===== src/rtl/l1_refill_ctrl.sv =====
// l1_refill_ctrl: one-line-at-a-time burst refill engine feeding the L1 data RAM write port.
// Define L1_REFILL_BYPASS_EN to add the critical-word bypass outputs (byp_valid/byp_data).
module l1_refill_ctrl #(
    parameter int unsigned ADDR_WIDTH     = 16,
    parameter int unsigned DATA_WIDTH     = 32,
    parameter int unsigned LINE_WORDS     = 4,
    parameter int unsigned MEM_ADDR_WIDTH = 32
) (
    input  logic                                        clk,
    input  logic                                        rst_n,
    input  logic                                        req_valid,
    output logic                                        req_ready,
    input  logic [MEM_ADDR_WIDTH-1:0]                   req_addr,
    input  logic [ADDR_WIDTH-$clog2(LINE_WORDS)-1:0]    req_index,
    output logic                                        mem_arvalid,
    input  logic                                        mem_arready,
    output logic [MEM_ADDR_WIDTH-1:0]                   mem_araddr,
    output logic [7:0]                                  mem_arlen,
    input  logic                                        mem_rvalid,
    output logic                                        mem_rready,
    input  logic [DATA_WIDTH-1:0]                       mem_rdata,
    input  logic                                        mem_rlast,
    output logic                                        ram_wen,
    output logic [ADDR_WIDTH-1:0]                       ram_waddr,
    output logic [DATA_WIDTH-1:0]                       ram_wdata,
    output logic                                        done,
    output logic                                        err
`ifdef L1_REFILL_BYPASS_EN
    ,
    output logic                                        byp_valid,
    output logic [DATA_WIDTH-1:0]                       byp_data
`endif
);

    localparam int unsigned BEAT_W   = $clog2(LINE_WORDS);
    localparam int unsigned INDEX_W  = ADDR_WIDTH - BEAT_W;
    localparam int unsigned BYTE_W   = $clog2(DATA_WIDTH / 8);
    localparam int unsigned LINE_LSB = BEAT_W + BYTE_W;
    localparam logic [BEAT_W-1:0] LAST_BEAT = BEAT_W'(LINE_WORDS - 1);

    typedef enum logic [1:0] {S_IDLE, S_ADDR, S_DATA, S_DONE} state_t;

    state_t                       r_state;
    state_t                       w_next;
    logic [MEM_ADDR_WIDTH-1:0]    r_addr;
    logic [INDEX_W-1:0]           r_index;
    logic [BEAT_W-1:0]            r_beat;
    logic                         r_err;
    logic                         w_beat_fire;
    logic                         w_last;
    logic                         w_proto_err;
    logic                         w_unused;

    assign w_beat_fire = (r_state == S_DATA) && mem_rvalid;
    assign w_last      = (r_beat == LAST_BEAT);
    // Error when rlast disagrees with the beat count: early rlast or missing rlast.
    assign w_proto_err = w_beat_fire && (w_last != mem_rlast);

`ifdef L1_REFILL_BYPASS_EN
    logic [BEAT_W-1:0]            r_woff;
    assign w_unused = ^req_addr[BYTE_W-1:0];
`else
    assign w_unused = ^req_addr[LINE_LSB-1:0];
`endif

    always_ff @(posedge clk or negedge rst_n) begin
        if (!rst_n) begin
            r_state <= S_IDLE;
        end else begin
            r_state <= w_next;
        end
    end

    always_comb begin
        w_next = r_state;
        case (r_state)
            S_IDLE:  if (req_valid)                       w_next = S_ADDR;
            S_ADDR:  if (mem_arready)                     w_next = S_DATA;
            S_DATA:  if (w_beat_fire && (w_last || mem_rlast)) w_next = S_DONE;
            S_DONE:                                       w_next = S_IDLE;
            default:                                      w_next = S_IDLE;
        endcase
    end

    // Address/data buses are gated to zero outside their valid phase.
    always_comb begin
        req_ready   = 1'b0;
        mem_arvalid = 1'b0;
        mem_araddr  = '0;
        mem_arlen   = 8'd0;
        mem_rready  = 1'b0;
        ram_wen     = 1'b0;
        ram_waddr   = '0;
        ram_wdata   = '0;
        done        = 1'b0;
        err         = 1'b0;
`ifdef L1_REFILL_BYPASS_EN
        byp_valid   = 1'b0;
        byp_data    = '0;
`endif
        case (r_state)
            S_IDLE: req_ready = 1'b1;
            S_ADDR: begin
                mem_arvalid = 1'b1;
                mem_araddr  = r_addr;
                mem_arlen   = 8'(LINE_WORDS - 1);
            end
            S_DATA: begin
                mem_rready = 1'b1;
                if (mem_rvalid) begin
                    ram_wen   = 1'b1;
                    ram_waddr = {r_index, r_beat};
                    ram_wdata = mem_rdata;
`ifdef L1_REFILL_BYPASS_EN
                    if (r_beat == r_woff) begin
                        byp_valid = 1'b1;
                        byp_data  = mem_rdata;
                    end
`endif
                end
            end
            S_DONE: begin
                done = 1'b1;
                err  = r_err;
            end
            default: ;
        endcase
    end

    always_ff @(posedge clk or negedge rst_n) begin
        if (!rst_n) begin
            r_addr  <= '0;
            r_index <= '0;
            r_beat  <= '0;
            r_err   <= 1'b0;
`ifdef L1_REFILL_BYPASS_EN
            r_woff  <= '0;
`endif
        end else begin
            case (r_state)
                S_IDLE: if (req_valid) begin
                    r_addr  <= {req_addr[MEM_ADDR_WIDTH-1:LINE_LSB], LINE_LSB'(0)};
                    r_index <= req_index;
                    r_beat  <= '0;
                    r_err   <= 1'b0;
`ifdef L1_REFILL_BYPASS_EN
                    r_woff  <= req_addr[LINE_LSB-1:BYTE_W];
`endif
                end
                S_DATA: begin
                    if (w_beat_fire && !w_last) r_beat <= r_beat + BEAT_W'(1);
                    if (w_proto_err)            r_err  <= 1'b1;
                end
                S_DONE: r_err <= 1'b0;
                default: ;
            endcase
        end
    end

endmodule


===== config.mk =====
export PLATFORM = sky130hd
export DESIGN_NAME = l1_refill_ctrl
export DESIGN_NICKNAME = d
export VERILOG_FILES = /design/src/rtl/l1_refill_ctrl.sv
export SDC_FILE = /design/constraint.sdc
export NUM_CORES = 1
export LEC_CHECK = 0
export ABC_AREA = 1
export ABC_CLOCK_PERIOD_IN_PS = 1600
export BUFFER_PORTS_ARGS = -buffer_cell sky130_fd_sc_hd__buf_2
export CORE_ASPECT_RATIO = 1.5
export CORE_UTILIZATION = 39
export DETAILED_ROUTE_END_ITERATION = 7
export PLACE_DENSITY = 0.78
export SLEW_MARGIN = 15
export SYNTH_ARGS = -nofsm -noshare
export SYNTH_HDL_FRONTEND = slang
export SYNTH_SLANG_ARGS = --single-unit

===== constraint.sdc =====
create_clock -name clk -period 1.6 [get_ports clk]
set_clock_uncertainty 0.1 [all_clocks]
set_input_delay 0.24 -clock clk [delete_from_list [all_inputs] [get_ports clk]]
set_output_delay 0.24 -clock clk [all_outputs]
set_load 0.02 [all_outputs]

==> impl_metrics.prom <==
# TYPE chip_impl_metric gauge
chip_impl_metric{name="chip_width",unit="um"} 71.0
chip_impl_info{name="hold_end",value="r_addr[26]"} 1
chip_impl_metric{name="layout_worst_path_cycle_share",unit=""} 1.15
chip_impl_metric{name="core_rows",unit=""} 37
chip_impl_metric{name="synthDistinctLibCells",unit=""} 14
chip_impl_metric{name="fmax",unit="MHz"} 543
chip_impl_metric{name="static-leakage-power",unit="uW"} 0.00269
chip_impl_metric{name="detail_route.wirelength",unit="mm"} 8.11
chip_impl_metric{name="synth.yosys.seq_area_share",unit=""} 0.423
chip_impl_info{name="startpoint",value="r_state[0]"} 1
chip_impl_metric{name="antenna-diode-count",unit=""} 0
chip_impl_metric{name="numClockSinks",unit=""} 47
chip_impl_metric{name="io_pins",unit=""} 178
chip_impl_info{name="worstPathCellList",value="inv_2 -> ha_4 -> nand2_8 -> buf_12 -> nor2_1 -> buf_4"} 1
chip_impl_metric{name="antenna_found_initial",unit=""} 0
chip_impl_metric{name="coreArea",unit="um2"} 6900
chip_impl_metric{name="detailed_place.area",unit="um2"} 3890
chip_impl_metric{name="fill_cells",unit=""} 597
chip_impl_info{name="root_buffer",value="clkbuf_8"} 1
chip_impl_metric{name="final_setup_margin",unit="ns"} -0.243
chip_impl_metric{name="use_met3",unit=""} 0.0191
chip_impl_metric{name="timing.critical_path.required",unit="ns"} 1.26
chip_impl_metric{name="synth.area.mux_share",unit=""} 0
chip_impl_metric{name="global_route_wire_length_before_repair",unit="mm"} 12.9
chip_impl_metric{name="cts.path.max_buffers",unit=""} 2
chip_impl_metric{name="timing.critical_path.fanout_max",unit=""} 17
chip_impl_metric{name="drt_pre_antenna_iters",unit=""} 7
chip_impl_metric{name="gp_congestion",unit=""} 0.823
chip_impl_metric{name="synth-simple-area-share",unit=""} 0.300
chip_impl_metric{name="worst_r2r_path_depth",unit=""} 7
chip_impl_metric{name="power_per_cell_area",unit="nW/um2"} 1610
chip_impl_metric{name="finish.cell_count_without_fillers",unit=""} 645
chip_impl_metric{name="worst_skew_pair.late_latency",unit="ns"} 0.29
chip_impl_metric{name="rrSetupSlack",unit="ns"} 0.06
chip_impl_metric{name="global_route_met1_utilization",unit=""} 0.274
chip_impl_info{name="hold_path.startpoint",value="req_addr[26]"} 1
chip_impl_metric{name="synth_fa_ha_area_frac",unit=""} 0.0315
chip_impl_info{name="crit_path_kind",value="reg -> out"} 1
chip_impl_metric{name="final_period_minus_worst_setup_slack",unit="ns"} 1.84
chip_impl_metric{name="worst_hold_path.num_cells",unit=""} 3
chip_impl_metric{name="floorplan.initialDensity",unit=""} 0.403
chip_impl_metric{name="cts.htree.levels",unit=""} 2
chip_impl_info{name="tritoncts",value="done"} 1
chip_impl_metric{name="arrival",unit="ns"} 1.50
chip_impl_info{name="mostFrequentLayoutCells",value="101 x buf_2, 96 x nand2_1, 65 x inv_1, 45 x dfrtp_1, 38 x buf_4"} 1
chip_impl_metric{name="grt_pass1_vias",unit=""} 2832
chip_impl_info{name="crit_slowest_cell",value="dfrtp_2"} 1
chip_impl_metric{name="flow.area_growth_from_synthesis",unit="%"} 60.3
chip_impl_metric{name="first_iter_violations",unit=""} 222
chip_impl_metric{name="dp_hpwl",unit="mm"} 5.70
chip_impl_info{name="outcome",value="finished with violations"} 1
chip_impl_metric{name="vdd_ir_drop_max",unit="mV"} 1.25
chip_impl_metric{name="global_route.overflow_total",unit=""} 0
chip_impl_metric{name="post-place-cells",unit=""} 630
chip_impl_metric{name="grt_max_degree",unit=""} 48
chip_impl_metric{name="cap_violations",unit=""} 0
chip_impl_metric{name="routed-via-count",unit=""} 2939
chip_impl_metric{name="die-area",unit="um2"} 7480
chip_impl_metric{name="synth_compound_gate_area_share",unit=""} 0.0414
chip_impl_info{name="cp-start-kind",value="flip-flop"} 1
chip_impl_metric{name="clk_transition_reported_paths",unit="ns"} 0.09
chip_impl_info{name="worst_path_dominant_cell_family",value="flip-flops"} 1
chip_impl_metric{name="wl_per_cell",unit="um"} 12.6
chip_impl_metric{name="drive_above_1_share",unit=""} 0.506
chip_impl_metric{name="layout.cell_area.non_filler",unit="um2"} 4460
chip_impl_metric{name="layout.area.seq",unit="um2"} 1180
chip_impl_metric{name="syn_inst_count",unit=""} 399
chip_impl_metric{name="utilization",unit=""} 0.646
chip_impl_metric{name="synth_top_cell_area_share",unit=""} 0.423
chip_impl_metric{name="post_synth_xor_area_fraction",unit=""} 0
chip_impl_metric{name="post_synth_instance_area",unit="um2"} 2780
chip_impl_metric{name="crit_path_max_incr_delay",unit="ns"} 0.43
chip_impl_info{name="worst_setup_path_end_kind",value="output port"} 1
chip_impl_metric{name="final_sum_of_negative_setup_slack",unit="ns"} -14.49
chip_impl_metric{name="final_number_of_hold_violating_endpoints",unit=""} 0
chip_impl_metric{name="cts_made_buffers",unit=""} 5
chip_impl_metric{name="synthesis.area_per_instance",unit="um2"} 6.97
chip_impl_metric{name="grt.met2_usage",unit=""} 0.375
chip_impl_metric{name="multi_input_area",unit="um2"} 1390
chip_impl_metric{name="flip_flop_and_latch_count_after_synthesis",unit=""} 47
chip_impl_info{name="gr-max-usage-layer",value="met2"} 1
chip_impl_info{name="hold_path.class",value="in -> reg"} 1
chip_impl_metric{name="drc_errors",unit=""} 9
chip_impl_info{name="grt_setup_unrepaired",value="yes"} 1
chip_impl_metric{name="placement.io_buffers",unit=""} 163
chip_impl_metric{name="worstPathBufferInverterCount",unit=""} 3
chip_impl_metric{name="final_nets",unit=""} 657
chip_impl_metric{name="final_max_slew_viol_count",unit=""} 0
chip_impl_metric{name="yosysWarningCount",unit=""} 0
chip_impl_info{name="synthDominantAreaCellType",value="dfrtp_1"} 1
chip_impl_info{name="rr_startpoint",value="r_state[0]"} 1
chip_impl_info{name="post_synth_main_area_contributors",value="dfrtp_1 42%, nand2_1 15%, inv_1 12%"} 1
chip_impl_info{name="worst_r2r_endpoint",value="r_state[1]"} 1
chip_impl_metric{name="grt_use_total",unit=""} 0.214
chip_impl_metric{name="die_y",unit="um"} 105
chip_impl_info{name="layout_commonest_cell",value="buf_2"} 1
chip_impl_metric{name="route.detailed.vias_per_inst",unit=""} 4.56
chip_impl_info{name="failed_checks",value="DRC, setup timing"} 1
chip_impl_metric{name="detail-route-antenna-nets",unit=""} 0
chip_impl_info{name="synth_top_family_by_area",value="simple AND/OR/NAND/NOR gates"} 1
chip_impl_metric{name="report.final.setup_viol",unit=""} 82
==> power by group <==
group	internal, uW	switching (uW)
logic	1780	2650
registers	1750	288
clock network	354	386
total	3880	3320
==> per-layer routing <==
| layer | part of all wire | routed length [um] |
|---|---|---|
| met2 | 0.52 | 4240 |
| met5 | 0 | 0 |
| met4 | 0.028 | 229 |
| met1 | 0.41 | 3310 |
| met3 | 0.040 | 324 |
==> tightest hold or removal path, stage by stage <==
cell     delay [ns]
buf_2          0.07
nand3_1        0.06
nand2_1        0.06
==> through the flow <==
step / worst slack (ns) / power, uW / hold slack, ns
after floorplan: -0.0470 / 4790 / -0.156
after global placement: -0.0256 / 5630 / 0.138
after detailed placement: -0.0504 / 5760 / 0.145
after CTS: -0.224 / 7090 / 0.0647
after global routing: -0.298 / 7730 / 0.0754
final: -0.243 / 7200 / 0.0722
==> final cells by class <==
cell class                 instances  share of cell area
multi-input combinational        240               0.313
clock inverter                     1             0.00196
sequential                        47               0.264
inverter                          88              0.0752
clock buffer                       7              0.0194
timing repair buffer             184               0.305
tap                               78              0.0219
==> synth_stat cells <==
| cell type | n |
|---|---|
| dfrtp_1 | 47 |
| buf_2 | 13 |
| nand2_1 | 108 |
| nand4_1 | 3 |
| nand3b_1 | 1 |
| buf_6 | 5 |
| inv_1 | 88 |
| a21oi_2 | 12 |
| ha_1 | 7 |
| buf_4 | 15 |
| nor2_1 | 66 |
| a21oi_1 | 2 |
| conb_1 | 1 |
| nand3_1 | 31 |
==> registers in the layout (all words and copies together) (netlist names) <==
name / count
r_addr: 28
r_err: 1
r_beat: 2
r_state: 2
r_index: 14
==> what timing repair did <==
| action | 4_1_cts | 5_1_grt |
|---|---|---|
| cloned | 0 | 0 |
| pin swaps | 3 | 0 |
| endpoints found under the setup margin | 105 | 83 |
| buffers inserted | 6 | 0 |
| hold buffers | 1 | 0 |
| resized for setup | 102 | 29 |
| hold endpoints to repair | 47 | 0 |
==> cell families (layout without fill, tap and decap cells) <==
logic type	count (synthesis)	count (layout)
simple gates	209	209
buf+inv	121	280
flops	47	47
compound gates	14	14
fa+ha+maj	7	7
other cells	1	10
==> worst max-delay path by stage <==
stage,cells past startpoint,slack [ns],end
2_1_floorplan,7,-0.05,ram_waddr[10]
3_3_place_gp,6,-0.03,r_index[10]
3_5_place_dp,6,-0.05,r_index[8]
4_1_cts,6,-0.22,ram_wdata[23]
5_1_grt,6,-0.30,ram_wdata[5]
6_report,6,-0.24,ram_wdata[5]
Power figures use the tool's default switching activity.
